<file path="config.mk">
export PLATFORM = sky130hd
export DESIGN_NAME = adc_sequencer_flat
export DESIGN_NICKNAME = d
export VERILOG_FILES = /design/src/rtl/adc_seq_if.sv /design/src/rtl/adc_sequencer.sv /design/src/flat_wrapper.sv
export SDC_FILE = /design/constraint.sdc
export NUM_CORES = 1
export LEC_CHECK = 0
export ABC_CLOCK_PERIOD_IN_PS = 5900
export CORE_AREA = 2 2 94 87
export CTS_CLUSTER_DIAMETER = 150
export DETAILED_ROUTE_END_ITERATION = 12
export DIE_AREA = 0 0 96 89
export DONT_BUFFER_PORTS = 1
export PLACE_DENSITY = 0.45
export SLEW_MARGIN = 10
export SYNTH_ARGS = -nofsm -noshare
export SYNTH_HDL_FRONTEND = slang
export SYNTH_SLANG_ARGS = --single-unit
</file>
<file path="constraint.sdc">
create_clock -name clk -period 5.9 [get_ports clk]
set_input_delay 0.295 -clock clk [delete_from_list [all_inputs] [get_ports clk]]
set_output_delay 0.295 -clock clk [all_outputs]
set_load 0.005 [all_outputs]
</file>
<file path="src/rtl/adc_seq_if.sv">
// Control and status bundle between the ADC sequencer and its user / analog front end.
interface adc_seq_if #(
   parameter int SAMP_W = 8
);
   logic              start;
   logic              cont;
   logic              abort;
   logic [SAMP_W-1:0] cfg_samp_len;
   logic [4:0]        cfg_nbits;
   logic              comp_out;
   logic              seq_init;
   logic              seq_samp;
   logic              seq_comp;
   logic              seq_update;
   logic              busy;
   logic              done;
   logic [15:0]       result;
   logic [15:0]       conv_count;

   modport master (
      output start, cont, abort, cfg_samp_len, cfg_nbits, comp_out,
      input  seq_init, seq_samp, seq_comp, seq_update, busy, done, result, conv_count
   );

   modport slave (
      input  start, cont, abort, cfg_samp_len, cfg_nbits, comp_out,
      output seq_init, seq_samp, seq_comp, seq_update, busy, done, result, conv_count
   );
endinterface

</file>
<file path="src/rtl/adc_sequencer.sv">
// SAR ADC phase sequencer: INIT, SAMP, then N COMP/UPDATE pairs, then DONE.
// Define ADC_SEQ_RESULT_EN to build in comparator-decision capture into result.
//
//   state    | meaning
//   ---------+------------------------------------------------
//   S_IDLE   | waiting for start or cont
//   S_INIT   | seq_init high; latch sample length and bit count
//   S_SAMP   | seq_samp high for L cycles
//   S_COMP   | seq_comp high; comparator decision taken at end
//   S_UPDATE | seq_update high; DAC settles to next bit
//   S_DONE   | done pulse, bump conversion counter
module adc_sequencer #(
   parameter int SAMP_W = 8
) (
   input logic     clk,
   input logic     rst,
   adc_seq_if.slave bus
);

   typedef enum logic [2:0] {
      S_IDLE,
      S_INIT,
      S_SAMP,
      S_COMP,
      S_UPDATE,
      S_DONE
   } state_t;

   state_t            state_q, state_d;
   logic [SAMP_W-1:0] samp_cnt_q, samp_cnt_d;
   logic [3:0]        bit_cnt_q, bit_cnt_d;
   logic [15:0]       conv_count_q, conv_count_d;

   logic seq_init_q, seq_init_d;
   logic seq_samp_q, seq_samp_d;
   logic seq_comp_q, seq_comp_d;
   logic seq_update_q, seq_update_d;
   logic busy_q, busy_d;
   logic done_q, done_d;

   logic [SAMP_W-1:0] samp_load;
   logic [3:0]        bit_load;

   // Counters are loaded with (length - 1) and terminate at zero
   always_comb begin
      samp_load = '0;
      bit_load  = 4'd0;
      if (bus.cfg_samp_len != '0) begin
         samp_load = bus.cfg_samp_len - SAMP_W'(1);
      end
      if (bus.cfg_nbits > 5'd16) begin
         bit_load = 4'd15;
      end else if (bus.cfg_nbits != 5'd0) begin
         bit_load = 4'(bus.cfg_nbits - 5'd1);
      end
   end

   always_comb begin
      state_d      = state_q;
      samp_cnt_d   = samp_cnt_q;
      bit_cnt_d    = bit_cnt_q;
      conv_count_d = conv_count_q;

      case (state_q)
         S_IDLE: begin
            if (bus.start || bus.cont) begin
               state_d = S_INIT;
            end
         end
         S_INIT: begin
            samp_cnt_d = samp_load;
            bit_cnt_d  = bit_load;
            state_d    = S_SAMP;
         end
         S_SAMP: begin
            if (samp_cnt_q == '0) begin
               state_d = S_COMP;
            end else begin
               samp_cnt_d = samp_cnt_q - SAMP_W'(1);
            end
         end
         S_COMP: begin
            state_d = S_UPDATE;
         end
         S_UPDATE: begin
            if (bit_cnt_q == 4'd0) begin
               state_d = S_DONE;
            end else begin
               bit_cnt_d = bit_cnt_q - 4'd1;
               state_d   = S_COMP;
            end
         end
         S_DONE: begin
            state_d = bus.cont ? S_INIT : S_IDLE;
         end
         default: begin
            state_d = S_IDLE;
         end
      endcase

      if (bus.abort && (state_q != S_IDLE)) begin
         state_d = S_IDLE;
      end

      if (state_d == S_DONE) begin
         conv_count_d = conv_count_q + 16'd1;
      end

      // Outputs are registered copies of the next-state decode
      seq_init_d   = (state_d == S_INIT);
      seq_samp_d   = (state_d == S_SAMP);
      seq_comp_d   = (state_d == S_COMP);
      seq_update_d = (state_d == S_UPDATE);
      busy_d       = (state_d != S_IDLE);
      done_d       = (state_d == S_DONE);
   end

   always_ff @(posedge clk or posedge rst) begin
      if (rst) begin
         state_q      <= S_IDLE;
         samp_cnt_q   <= '0;
         bit_cnt_q    <= 4'd0;
         conv_count_q <= 16'd0;
         seq_init_q   <= 1'b0;
         seq_samp_q   <= 1'b0;
         seq_comp_q   <= 1'b0;
         seq_update_q <= 1'b0;
         busy_q       <= 1'b0;
         done_q       <= 1'b0;
      end else begin
         state_q      <= state_d;
         samp_cnt_q   <= samp_cnt_d;
         bit_cnt_q    <= bit_cnt_d;
         conv_count_q <= conv_count_d;
         seq_init_q   <= seq_init_d;
         seq_samp_q   <= seq_samp_d;
         seq_comp_q   <= seq_comp_d;
         seq_update_q <= seq_update_d;
         busy_q       <= busy_d;
         done_q       <= done_d;
      end
   end

   assign bus.seq_init   = seq_init_q;
   assign bus.seq_samp   = seq_samp_q;
   assign bus.seq_comp   = seq_comp_q;
   assign bus.seq_update = seq_update_q;
   assign bus.busy       = busy_q;
   assign bus.done       = done_q;
   assign bus.conv_count = conv_count_q;

`ifdef ADC_SEQ_RESULT_EN
   logic [15:0] shadow_q, shadow_d;
   logic [15:0] result_q, result_d;

   // bit_cnt_q counts N-1 down to 0, which is exactly the MSB-first bit slot
   always_comb begin
      shadow_d = shadow_q;
      result_d = result_q;
      if (state_q == S_INIT) begin
         shadow_d = 16'd0;
      end else if (state_q == S_COMP) begin
         shadow_d[bit_cnt_q] = bus.comp_out;
      end
      if (state_d == S_DONE) begin
         result_d = shadow_q;
      end
   end

   always_ff @(posedge clk or posedge rst) begin
      if (rst) begin
         shadow_q <= 16'd0;
         result_q <= 16'd0;
      end else begin
         shadow_q <= shadow_d;
         result_q <= result_d;
      end
   end

   assign bus.result = result_q;
`else
   assign bus.result = 16'd0;
`endif

endmodule

</file>
<file path="src/flat_wrapper.sv">
// flat-port wrapper written by rule: the top's interface ports become plain ports
module adc_sequencer_flat 
#(
   parameter int SAMP_W = 8
)
  (clk, rst, bus_start, bus_cont, bus_abort, bus_cfg_samp_len, bus_cfg_nbits, bus_comp_out, bus_seq_init, bus_seq_samp, bus_seq_comp, bus_seq_update, bus_busy, bus_done, bus_result, bus_conv_count);
  adc_seq_if #(.SAMP_W(SAMP_W)) bus_i ();
  input logic clk;
  input logic rst;
  input wire logic [$bits(bus_i.start)-1:0] bus_start;
  input wire logic [$bits(bus_i.cont)-1:0] bus_cont;
  input wire logic [$bits(bus_i.abort)-1:0] bus_abort;
  input wire logic [$bits(bus_i.cfg_samp_len)-1:0] bus_cfg_samp_len;
  input wire logic [$bits(bus_i.cfg_nbits)-1:0] bus_cfg_nbits;
  input wire logic [$bits(bus_i.comp_out)-1:0] bus_comp_out;
  output wire logic [$bits(bus_i.seq_init)-1:0] bus_seq_init;
  output wire logic [$bits(bus_i.seq_samp)-1:0] bus_seq_samp;
  output wire logic [$bits(bus_i.seq_comp)-1:0] bus_seq_comp;
  output wire logic [$bits(bus_i.seq_update)-1:0] bus_seq_update;
  output wire logic [$bits(bus_i.busy)-1:0] bus_busy;
  output wire logic [$bits(bus_i.done)-1:0] bus_done;
  output wire logic [$bits(bus_i.result)-1:0] bus_result;
  output wire logic [$bits(bus_i.conv_count)-1:0] bus_conv_count;
  assign bus_i.start = bus_start;
  assign bus_i.cont = bus_cont;
  assign bus_i.abort = bus_abort;
  assign bus_i.cfg_samp_len = bus_cfg_samp_len;
  assign bus_i.cfg_nbits = bus_cfg_nbits;
  assign bus_i.comp_out = bus_comp_out;
  assign bus_seq_init = bus_i.seq_init;
  assign bus_seq_samp = bus_i.seq_samp;
  assign bus_seq_comp = bus_i.seq_comp;
  assign bus_seq_update = bus_i.seq_update;
  assign bus_busy = bus_i.busy;
  assign bus_done = bus_i.done;
  assign bus_result = bus_i.result;
  assign bus_conv_count = bus_i.conv_count;
  adc_sequencer #(.SAMP_W(SAMP_W)) u_core (.clk(clk), .rst(rst), .bus(bus_i));
endmodule
</file>
**Word-level counts from Yosys, hierarchy flattened**

Index checks and enable logic that the tools add are counted.

- Bits of input ports: 19
- Bits in registers: 37
- Word-level logic and storage cells: 54

- Add/sub/neg operators: 5
- Mux-type cells: 13
- Eq/ne operators: 12
- Order comparisons: 1
- Reduce and logical (&&, ||, !) cells: 13

Operators by type and width:

| operator | number |
|---|---|
| $pmux 3 s6 | 1 |
| $add 16x1->16 const B | 1 |
| $mux 8 | 2 |
| $pmux 8 s2 | 1 |
| $sub 8x1->8 const B | 2 |
| $eq 3x2->1 const B | 4 |
| $eq 3x3->1 const B | 4 |
| $mux 3 | 4 |
| $mux 4 | 3 |
| $logic_not 8->1 | 1 |
| $pmux 4 s2 | 1 |
| $reduce_bool 8->1 | 1 |
| $sub 4x1->4 const B | 2 |
| $eq 3x1->1 const B | 2 |
| $reduce_bool 3->1 | 2 |
| $gt 5x5->1 const B | 1 |
| $reduce_bool 5->1 | 1 |
| $logic_not 4->1 | 1 |
| $ne 2x2->1 const B | 2 |
| $reduce_and 2->1 | 2 |
| $reduce_bool 2->1 | 2 |
| $logic_not 3->1 | 1 |
| $logic_and 1x1->1 | 1 |
| $logic_or 1x1->1 | 1 |
| $mux 1 | 1 |

**Logic depth before layout (Yosys ltp)**

Gate-level depths: netlist of run 1.

- Depth in word-level cells: 5
- Depth in mapped cells: 7
- Depth with buffers taken out: 6

**Least setup slack after synthesis of run 1**

No wires, ideal clock.

- Path type: register -> register
- From: register u_core.bit_cnt_q[0]
- To: register u_core.conv_count_q[14], in the netlist u_core.bus.conv_count[14]
- Buffers on the path: 1
- Slack: 3742 ps
- Setup time: 79 ps
- Required time: 5821 ps
- Cell stages (with the launch flop): 8
- Arrival: 2079 ps
- Clock period less this slack: 2158 ps
- Path through: dfrtp_1 inv_1 ha_1 or3b_1 clkbuf_1 or4_4 nor4_2 xor2_1

- Word-level cells in the longest chain between the ends: 5

RTL lines:

| what | line | RTL |
|---|---|---|
| start, declared | adc_sequencer.sv:31 | `logic [3:0] bit_cnt_q, bit_cnt_d;` |
| start signal, assigned | adc_sequencer.sv:133 | `bit_cnt_q <= bit_cnt_d;` |
| $logic_not 4->1 | adc_sequencer.sv:86 | `if (bit_cnt_q == 4'd0) begin` |
| $mux 3 | adc_sequencer.sv:86 |  |
| $pmux 3 s6 | adc_sequencer.sv:64 | `case (state_q)` |
| $mux 3 | adc_sequencer.sv:101 | `if (bus.abort && (state_q != S_IDLE)) begin` |
| $eq 3x3->1 | adc_sequencer.sv:105 | `if (state_d == S_DONE) begin` |
| end signal, assigned | adc_sequencer.sv:134 | `conv_count_q <= conv_count_d;` |
| end, declared | adc_sequencer.sv:32 | `logic [15:0] conv_count_q, conv_count_d;` |

Every way passes these cells.
A chain may end at the register's enable or synchronous reset.

**Worst setup path after layout of run 1**

Ends and elaborated chain as after synthesis.

==> metrics.md, run 1 <==
| Metric | Value |
|---|---|
| Outcome | `completed` |
| P_leak | `1.09 nW` |
| CP Capture Type | `flop` |
| Critical Path Slowest Stage Cell | `or4_4` |
| Synth Cell Area | `2300 um^2` |
| Synth warn | `0` |
| Vias in the first global route | `1631` |
| Synth top area cells | `dfrtp_1 (40%), buf_4 (5.2%), ha_1 (4.3%), xnor2_1 (4.2%), nand2_1 (3.1%)` |
| Total Wirelength | `4690 um` |
| Design Area, Final | `2470 um^2` |
| Xor-xnor portion of the synthesized cell area | `6.46%` |
| GRT Residual Overflow | `0` |
| TritonCTS Buffers | `5` |
| Max Clock Skew | `0.00423 ns` |
| Sequential share of the synthesized area | `40.2%` |
| 1st-iter DRT viols | `56` |
| Htree depth | `2` |
| # IOs | `57` |
| Post-route minimum period | `2.28 ns` |
| Commonest non-fill, non-tap cell in the layout | `dfrtp_1` |
| Avg Vias per Cell | `4.91` |
| GRT Total Usage | `11.8%` |
| Gpl congestion | `0.732` |
| Achievable clock frequency | `0.439 GHz` |
| Main synth FF type | `dfrtp_1` |
| Yosys reg bits | `37` |
| RSZ-0062 raised after global routing | `false` |
| Final Core Density | `33.0%` |
| WP data required | `6.12 ns` |
| Worst VDD drop | `0.156 mV` |
| Syn Inst Count | `247` |
| Area share of the largest cell type after synthesis | `40.2%` |
| Starting density of the core | `30.8%` |
| First-pass GRT wire length | `7820 um` |
| Clk slew on worst S/H paths | `0.08 ns` |
| CP peak stage delay | `0.59 ns` |
| Fin Hold WS | `0.0839 ns` |
| Initial antenna violation count | `0` |
| Largest net degree at the start of global routing | `32` |
| Worst Setup Slack, final | `3.62 ns` |
| Row cnt | `30` |
| Post-CTS Resized | `0` |
| CP Cell Sequence | `inv_1, ha_1, or3b_1, or4_4, nor4_2, xor2_1` |
| Later-pin clock latency in the skew report | `0.29 ns` |
| CP Max Fanout | `5` |
| # DRC | `0` |
| CP Class | `flop to flop` |
| Post-CTS repair timing setup buffer count | `0` |
| First-pass iteration count of the detailed router | `4` |
| Core Footprint | `7470 um^2` |
| Fin crit share | `38.6%` |
| Final-report hold violation count | `0` |
| Worst-Margin Slew | `0.800 ns` |
| Arr. time, crit path | `2.50 ns` |
| Antenna cells | `0` |
| Routed Antenna Nets | `0` |
| Setup TNS | `0 ns` |
| Setup WS pre-CTS | `3.64 ns` |
| Count of cell types in the netlist | `52` |
| Half-perimeter wire length after placement | `3540 um` |
| Vias | `1698` |
| Largest family of logic cells by synthesized area | `simple AND/OR/NAND/NOR gates` |
| Pwr/cell area | `365 nW/um^2` |
| Syn avg cell area | `9.33 um^2` |
| Mux share of post-synthesis cell area | `2.39%` |
| Post-synth EDFFs | `0` |
| Worst rel slew slack | `46.6%` |
| NumNets Final | `276` |
| Routed len/inst | `13.5 um` |
| Worst Setup Start Kind | `flop` |
| Post-Synth Simple-Gate Area | `21.0%` |
| Root Driver | `clkbuf_8` |
| Cell taking the most area after synthesis | `dfrtp_1` |
| Most frequent cells in the layout | `dfrtp_1 (37), nand2_1 (19), nor2_1 (19)` |
| HP Class | `input port to flop` |
| Async set-reset flop share out of synthesis | `100%` |
| Setup Viol. Count Final | `0` |
| Post-synthesis adder-cell area fraction | `5.21%` |
| Die Y | `89 um` |
| PortBufs | `0` |
| TritonCTS clock tree | `done` |
| CTS Buffer Depth | `2` |
| Clock Sinks | `37` |
| Post-synthesis compound-gate area fraction | `15.2%` |
| Die X-Extent | `96 um` |
| Layout area overhead | `7.12%` |
| Max-cap violation count | `0` |
| Die area | `8540 um^2` |
| Share of post-route cells with drive strength above 1 | `8.80%` |
| Final Max Tran Viols | `0` |
| Placed cell areas | `2340 um^2` |
## cell type report
type / instances / area [um^2]
Sequential cell: 37 / 926
Inverter: 18 / 67.6
Fill cell: 794 / 5000
Timing Repair Buffer: 2 / 17.5
Multi-Input combinational cell: 185 / 1220
Clock buffer: 6 / 82.6
Clock inverter: 2 / 37.5
Tap cell: 96 / 120
## logic make-up after synthesis
family,after synthesis
simple gates,87
compound gates,50
buf+inv,40
flops,37
xor+xnor,17
fa+ha+maj,10
mux,5
other cells,1
## critical path: cells and delay by family (launching register included)
family / cells / cell delay (ns)
xor+xnor: 1 / 0.16
fa+ha+maj: 1 / 0.16
buf+inv: 1 / 0.10
flops: 1 / 0.43
simple gates: 3 / 1.37
## metal layers
layer	track usage [%]	vias to the layer above	share of wire [%]
met5	0	-	0
met4	3.51	0	1.0
met3	4.13	6	6.5
met2	18.1	41	44
met1	15.6	797	48
li1	-	854	-
## worst paths after layout
| path | start | to | slack, ns | cells past startpoint |
|---|---|---|---|---|
| worst max-delay path | u_core.bit_cnt_q[0] | u_core.bus.conv_count[14] | 3.62 | 6 |
| worst min-delay path | bus_abort | u_core.state_q[1] | 0.08 | 1 |
| worst max register to register | u_core.bit_cnt_q[0] | u_core.bus.conv_count[14] | 3.62 | 6 |
| worst min register to register | u_core.bus.conv_count[15] | u_core.bus.conv_count[15] | 0.50 | 1 |
| max in group asynchronous | rst | u_core.samp_cnt_q[3] | 4.87 | 3 |
| min in group asynchronous | rst | u_core.bus.conv_count[7] | 0.36 | 2 |
## stage by stage
stage               total power [mW]  std cells
floorplan                      0.622        262
global placement               0.676        337
detailed placement             0.678        337
CTS                            0.918        346
global route                   0.984        346
finish                         0.902        346
## Yosys cell counts (4+ instances only)
cell type / instances
clkbuf_1: 5
nand2_1: 19
o211ai_1: 4
nor3b_1: 5
a21oi_1: 13
nand4_1: 4
nor3_1: 5
nand2b_1: 4
nor2_1: 19
buf_4: 16
ha_1: 8
mux2_2: 4
o21ai_0: 7
nand3_1: 7
dfrtp_1: 37
xnor2_1: 11
xor2_1: 6
inv_1: 18
## registers in the layout (all words and copies together) (netlist names)
signal	flops
u_core.bus.seq_comp	1
u_core.state_q	3
u_core.samp_cnt_q	8
u_core.bus.seq_samp	1
u_core.bus.seq_init	1
u_core.bus.seq_update	1
u_core.bus.conv_count	16
u_core.bit_cnt_q	4
u_core.bus.busy	1
u_core.bus.done	1
## power breakdown
part	internal (mW)	switching, mW
Sequential	0.312	0.0652
Combinational	0.132	0.161
Clock	0.137	0.0943
Total	0.581	0.320
## what timing repair did
action                                 in CTS  in global routing
setup endpoints to repair                   0                  0
endpoints found under the hold margin       6                  0
hold buffers                                1                  0
Power figures use the tool's default switching activity.
==> run 2, diff against run 1 <==
--- a/config.mk
+++ b/config.mk
@@ -5,7 +5,7 @@
 export SDC_FILE = /design/constraint.sdc
 export NUM_CORES = 1
 export LEC_CHECK = 0
-export ABC_CLOCK_PERIOD_IN_PS = 5900
+export ABC_CLOCK_PERIOD_IN_PS = 2400
 export CORE_AREA = 2 2 94 87
 export CTS_CLUSTER_DIAMETER = 150
 export DETAILED_ROUTE_END_ITERATION = 12
==> constraint.sdc (replaced) <==
create_clock -name clk -period 2.4 [get_ports clk]
set_input_delay 0.12 -clock clk [delete_from_list [all_inputs] [get_ports clk]]
set_output_delay 0.12 -clock clk [all_outputs]
set_load 0.005 [all_outputs]
==> metrics.md, run 2 (same netlist as run 1, synthesis figures left out) <==
| Metric | Value |
|---|---|
| Outcome | `completed (unchanged)` |
| First-pass GRT wire length | `7930 um (was 7820 um)` |
| Htree depth | `2 (unchanged)` |
| Largest register FFs | `16 (unchanged)` |
| Critical Path Slowest Stage Cell | `or4_4 (unchanged)` |
| Post-CTS Resized | `0 (unchanged)` |
| Share of post-route cells with drive strength above 1 | `12.3% (was 8.80%)` |
| Root Driver | `clkbuf_8 (unchanged)` |
| Final Max Tran Viols | `0 (unchanged)` |
| P_leak | `1.14 nW (was 1.09 nW)` |
| Worst Setup Start Kind | `flop (unchanged)` |
| PortBufs | `0 (unchanged)` |
| Vias | `1744 (was 1698)` |
| Design Area, Final | `2550 um^2 (was 2470 um^2)` |
| CP Capture Type | `flop (unchanged)` |
| Worst-Margin Slew | `0.591 ns (was 0.800 ns)` |
| Worst VDD drop | `0.305 mV (was 0.156 mV)` |
| Placed cell areas | `2410 um^2 (was 2340 um^2)` |
| Tot Pwr | `2.29 mW (was 0.902 mW)` |
| TritonCTS Buffers | `5 (unchanged)` |
| Setup Viol. Count Final | `0 (unchanged)` |
| Largest net degree at the start of global routing | `32 (unchanged)` |
| Vias in the first global route | `1658 (was 1631)` |
| CTS Buffer Depth | `2 (unchanged)` |
| Gpl congestion | `0.723 (was 0.732)` |
| Achievable clock frequency | `0.457 GHz (was 0.439 GHz)` |
| Hold_sp | `bus_abort (unchanged)` |
| Seq pwr share | `39.2% (was 41.9%)` |
| Total Wirelength | `4910 um (was 4690 um)` |
| Hold depth | `3 (was 1)` |
| Post-CTS repair timing setup buffer count | `0 (unchanged)` |
| Arr. time, crit path | `2.41 ns (was 2.50 ns)` |
| Logic gate share of total power | `35.9% (was 32.4%)` |
| Setup TNS | `0 ns (unchanged)` |
| First-pass iteration count of the detailed router | `7 (was 4)` |
| RSZ-0062 raised after global routing | `false (unchanged)` |
| Final-report hold violation count | `0 (unchanged)` |
| TritonCTS clock tree | `done (unchanged)` |
| Hold-fix buffers, CTS | `2 (was 1)` |
| Cell count of the worst reg-to-reg path | `6 (unchanged)` |
| Die Y | `89 um (unchanged)` |
| Clock Sinks | `37 (unchanged)` |
| Die X-Extent | `96 um (unchanged)` |
| Commonest non-fill, non-tap cell in the layout | `dfrtp_1 (unchanged)` |
| Layout area overhead | `10.6% (was 7.12%)` |
| Most frequent cells in the layout | `dfrtp_1 (37), nand2_1 (19), nor2_1 (19) (unchanged)` |
| Routed Antenna Nets | `0 (unchanged)` |
| Pwr/cell area | `899 nW/um^2 (was 365 nW/um^2)` |
| Half-perimeter wire length after placement | `3660 um (was 3540 um)` |
| Internal power | `1.45 mW (was 0.581 mW)` |
| Die area | `8540 um^2 (unchanged)` |
| Net Sw Frac | `36.7% (was 35.5%)` |
| Row cnt | `30 (unchanged)` |
| Max Clock Skew | `0.00763 ns (was 0.00423 ns)` |
| WP data required | `2.62 ns (was 6.12 ns)` |
| Antenna cells | `0 (unchanged)` |
| Post-route minimum period | `2.19 ns (was 2.28 ns)` |
| Core Footprint | `7470 um^2 (unchanged)` |
| Clock power share | `24.9% (was 25.7%)` |
| Register-to-register setup slack | `0.21 ns (was 3.62 ns)` |
| GRT Residual Overflow | `0 (unchanged)` |
| Later-pin clock latency in the skew report | `0.29 ns (about the same)` |
| HP Class | `input port to flop (unchanged)` |
| GRT Total Usage | `12.0% (was 11.8%)` |
| Clk slew on worst S/H paths | `0.09 ns (was 0.08 ns)` |
| Avg Vias per Cell | `4.89 (was 4.91)` |
| Hold path endpoint | `u_core.bus.busy (was u_core.state_q[1])` |
| FF-to-FF End | `u_core.bus.conv_count[14] (unchanged)` |
| Worst rel slew slack | `60.3% (was 46.6%)` |
| Fin crit share | `91.2% (was 38.6%)` |
| RR Startpoint | `u_core.bit_cnt_q[0] (unchanged)` |
| # IOs | `57 (unchanged)` |
| # DRC | `0 (unchanged)` |
| Net switching power | `0.840 mW (was 0.320 mW)` |
| CP Class | `flop to flop (unchanged)` |
| NumNets Final | `287 (was 276)` |
| Max-cap violation count | `0 (unchanged)` |
| Initial antenna violation count | `0 (unchanged)` |
| CP Cell Sequence | `inv_1, ha_1, or3b_1, or4_4, nor4_2, xor2_1 (unchanged)` |
| CP Max Fanout | `5 (unchanged)` |
| CP peak stage delay | `0.57 ns (was 0.59 ns)` |
| Routed len/inst | `13.7 um (was 13.5 um)` |
| 1st-iter DRT viols | `42 (was 56)` |
| Starting density of the core | `30.8% (unchanged)` |
-- run 2: changes by cell type in the layout (fill, tap and decap cells not counted), sizes merged --
cell and change:
dlygate4sd3 +1, clkbuf -1, clkinv +1, buf +10
-- run 2: power by group through the flow --
stage / combinational, mW / sequential [mW] / clock (mW)
2_1_floorplan: 0.659 / 0.869 / 0
3_3_place_gp: 0.822 / 0.909 / 0
3_5_place_dp: 0.822 / 0.907 / 0
4_1_cts: 0.827 / 0.897 / 0.589
5_1_grt: 0.942 / 0.922 / 0.609
6_report: 0.823 / 0.897 / 0.569
-- run 2: layer usage --
layer	vias up	routed length, um	track usage (%)
met1	810	2420	16.1
li1	870	-	-
met3	7	336	4.05
met2	57	2100	18.2
met4	0	53	3.51
met5	-	0	0
-- run 2: worst max-delay path by stage --
stage | start | to | slack (ns)
after floorplan | u_core.bit_cnt_q[0] | u_core.bus.conv_count[14] | 0.24
after global placement | u_core.bit_cnt_q[0] | u_core.bus.conv_count[14] | 0.23
after detailed placement | u_core.bit_cnt_q[0] | u_core.bus.conv_count[14] | 0.21
after CTS | u_core.bit_cnt_q[0] | u_core.bus.conv_count[14] | 0.20
after global routing | u_core.bit_cnt_q[0] | u_core.bus.conv_count[14] | 0.08
final | u_core.bit_cnt_q[0] | u_core.bus.conv_count[14] | 0.21
-- run 2: final cells by class --
| cell class | instances | area, um^2 |
|---|---|---|
| Clock buffer | 5 | 68.8 |
| Tap cell | 96 | 120 |
| Multi-Input combinational cell | 185 | 1220 |
| Timing Repair Buffer | 13 | 103 |
| Fill cell | 777 | 4920 |
| Inverter | 18 | 67.6 |
| Sequential cell | 37 | 926 |
| Clock inverter | 3 | 46.3 |
-- run 2: critical path, delay by kind of cell, from the launching register on --
kind                     cells  cell delay, ns
AND/OR/NAND/NOR              3            1.28
adder cells (fa/ha/maj)      1            0.16
buffers and inverters        1            0.09
XOR/XNOR                     1            0.16
flip-flops                   1            0.42
-- run 2: through the flow --
stage | worst slack, ns | hold WS [ns] | instances | utilization [%]
3_5_place_dp | 0.206 | -0.0518 | 347 | 32.3
2_1_floorplan | 0.242 | 0.198 | 262 | -
6_report | 0.211 | 0.0347 | 357 | 34.1
5_1_grt | 0.0835 | 0.0626 | 357 | 34.1
3_3_place_gp | 0.234 | -0.0570 | 347 | 32.3
4_1_cts | 0.198 | 0.0186 | 357 | 34.1
==> run 3, diff against run 2 <==
--- a/config.mk
+++ b/config.mk
@@ -5,13 +5,13 @@
 export SDC_FILE = /design/constraint.sdc
 export NUM_CORES = 1
 export LEC_CHECK = 0
-export ABC_CLOCK_PERIOD_IN_PS = 2400
+export ABC_CLOCK_PERIOD_IN_PS = 1770
 export CORE_AREA = 2 2 94 87
 export CTS_CLUSTER_DIAMETER = 150
 export DETAILED_ROUTE_END_ITERATION = 12
 export DIE_AREA = 0 0 96 89
 export DONT_BUFFER_PORTS = 1
-export PLACE_DENSITY = 0.45
+export PLACE_DENSITY = 0.47
 export SLEW_MARGIN = 10
 export SYNTH_ARGS = -nofsm -noshare
 export SYNTH_HDL_FRONTEND = slang
==> constraint.sdc (replaced) <==
create_clock -name clk -period 1.77 [get_ports clk]
set_input_delay 0.0885 -clock clk [delete_from_list [all_inputs] [get_ports clk]]
set_output_delay 0.0885 -clock clk [all_outputs]
set_load 0.005 [all_outputs]
==> metrics.md, run 3 (same netlist as run 1, synthesis figures left out) <==
| Metric | Value |
|---|---|
| GRT Residual Overflow | `0 (unchanged)` |
| 1st-iter DRT viols | `69 (was 42)` |
| Post-route minimum period | `1.95 ns (was 2.19 ns)` |
| Pwr/cell area | `1250 nW/um^2 (was 899 nW/um^2)` |
| CP Max Fanout | `5 (unchanged)` |
| Initial antenna violation count | `0 (unchanged)` |
| TritonCTS Buffers | `5 (unchanged)` |
| CP Class | `flop to flop (unchanged)` |
| Avg Vias per Cell | `4.81 (was 4.89)` |
| Die X-Extent | `96 um (unchanged)` |
| Achievable clock frequency | `0.513 GHz (was 0.457 GHz)` |
| Arr. time, crit path | `2.18 ns (was 2.41 ns)` |
| CP Capture Type | `flop (unchanged)` |
| Largest register FFs | `16 (unchanged)` |
| Share of post-route cells with drive strength above 1 | `25.7% (was 12.3%)` |
| WP data required | `2.00 ns (was 2.62 ns)` |
| CP Cell Sequence | `or4b_4, or4_4, nor4_4, xor2_1 (was inv_1, ha_1, or3b_1, or4_4, nor4_2, xor2_1)` |
| Setup TNS | `-1.43 ns (was 0 ns)` |
| Most frequent cells in the layout | `dfrtp_1 (37), buf_4 (35), nand2_1 (18) (was dfrtp_1 (37), nand2_1 (19), nor2_1 (19))` |
| Routed Antenna Nets | `0 (unchanged)` |
| Starting density of the core | `30.8% (unchanged)` |
| First-pass iteration count of the detailed router | `4 (was 7)` |
| Setup Viol. Count Final | `16 (was 0)` |
| Antenna cells | `0 (unchanged)` |
| Clock Sinks | `37 (unchanged)` |
| CP peak stage delay | `0.59 ns (was 0.57 ns)` |
| HP Class | `input port to flop (unchanged)` |
| Commonest non-fill, non-tap cell in the layout | `dfrtp_1 (unchanged)` |
| Final-report hold violation count | `0 (unchanged)` |
| CTS Buffer Depth | `2 (unchanged)` |
| First-pass GRT wire length | `8510 um (was 7930 um)` |
| # DRC | `0 (unchanged)` |
| Later-pin clock latency in the skew report | `0.30 ns (was 0.29 ns)` |
| Largest net degree at the start of global routing | `28 (was 32)` |
| NumNets Final | `314 (was 287)` |
| Failing checks | `setup timing` |
| Total Wirelength | `5340 um (was 4910 um)` |
| CP Buf/Inv Count | `0 (was 1)` |
| Worst Setup Slack, final | `-0.180 ns (was 0.211 ns)` |
| P_leak | `1.32 nW (was 1.14 nW)` |
| Worst VDD drop | `0.385 mV (was 0.305 mV)` |
| Fin crit share | `110% (was 91.2%)` |
| Clk slew on worst S/H paths | `0.09 ns (about the same)` |
| RSZ-0062 raised after global routing | `true (was false)` |
| PortBufs | `0 (unchanged)` |
| TritonCTS clock tree | `done (unchanged)` |
| Die Y | `89 um (unchanged)` |
| Critical Path Slowest Stage Cell | `or4b_4 (was or4_4)` |
| Final Max Tran Viols | `0 (unchanged)` |
| Final Core Density | `38.3% (was 34.1%)` |
| Die area | `8540 um^2 (unchanged)` |
| Max-cap violation count | `0 (unchanged)` |
| Root Driver | `clkbuf_8 (unchanged)` |
| GRT Total Usage | `13.0% (was 12.0%)` |
| Outcome | `complete, but fails checks (was completed)` |
| Worst Setup Start Kind | `flop (unchanged)` |
| Gpl congestion | `0.804 (was 0.723)` |
| Half-perimeter wire length after placement | `4060 um (was 3660 um)` |
| Vias | `1847 (was 1744)` |
| Layout area overhead | `24.2% (was 10.6%)` |
| Htree depth | `2 (unchanged)` |
| Routed len/inst | `13.9 um (was 13.7 um)` |
| Core Footprint | `7470 um^2 (unchanged)` |
| Max Clock Skew | `0.0125 ns (was 0.00763 ns)` |
| Filler cells | `755 (was 777)` |
| # IOs | `57 (unchanged)` |
| Vias in the first global route | `1741 (was 1658)` |
| Top delay family on crit path | `simple AND/OR/NAND/NOR gates (unchanged)` |
| Row cnt | `30 (unchanged)` |
==> run 3: changes by cell type in the layout (fill, tap and decap cells not counted), sizes merged <==
cell / before / now
buf: 11 / 38
==> run 3: worst paths after layout <==
path,start,end,slack [ns],cells after the start
min in group asynchronous,rst,u_core.bus.conv_count[5],0.25,2
worst max-delay path,u_core.state_q[1],u_core.bus.conv_count[14],-0.18,4
worst min-delay path,bus_abort,u_core.state_q[0],0.03,3
worst max register to register,u_core.state_q[1],u_core.bus.conv_count[14],-0.18,4
max in group asynchronous,rst,u_core.bit_cnt_q[0],1.00,3
worst min register to register,u_core.bus.conv_count[15],u_core.bus.conv_count[15],0.50,1
==> run 3: worst register-to-register path, cell delays in order (launching register included) <==
cell	delay [ns]
dfrtp_1	0.40
or4b_4	0.59
or4_4	0.56
nor4_4	0.17
xor2_1	0.16
==> run 3: where the power goes <==
part	switching, mW	internal, mW	leakage [nW]
clock network	0.339	0.422	0.0543
registers	0.156	1.04	0.471
logic	0.751	0.862	0.792
total	1.25	2.33	1.32
==> run 3: area by class of cell <==
| type | instances | area, um^2 | share of cell area, % |
|---|---|---|---|
| multi-input combinational | 185 | 1310 | 45.7 |
| sequential | 37 | 926 | 32.4 |
| timing repair buffer | 40 | 325 | 11.4 |
| tap | 96 | 120 | 4.20 |
| clock buffer | 5 | 68.8 | 2.41 |
| inverter | 18 | 67.6 | 2.36 |
| clock inverter | 3 | 46.3 | 1.62 |
==> run 3: timing repair <==
item	4_1_cts	5_1_grt
hold endpoints to repair	14	0
pin swaps	3	2
hold buffers	2	0
buffers inserted	2	2
gates resized for setup	3	11
endpoints found under the setup margin	19	27
==> run 3: stage by stage <==
stage	worst slack (ns)	instance area [um^2]	instances	total power, mW	hold WS (ns)
6_report	-0.180	2860	384	3.57	0.0274
5_1_grt	-0.240	2860	384	3.86	0.0443
2_1_floorplan	-0.261	2430	262	2.20	0.166
4_1_cts	-0.184	2810	382	3.54	0.0137
3_3_place_gp	-0.167	2650	370	2.72	0.0142
3_5_place_dp	-0.195	2650	370	2.72	0.0258
==> run 3: routing by layer <==
metal,up-vias,part of all wire [%],global-route usage [%]
li1,927,-,-
met1,863,51,18.9
met2,52,41,18.6
met3,5,6.7,3.37
met4,0,1.2,4.68
met5,-,0,0
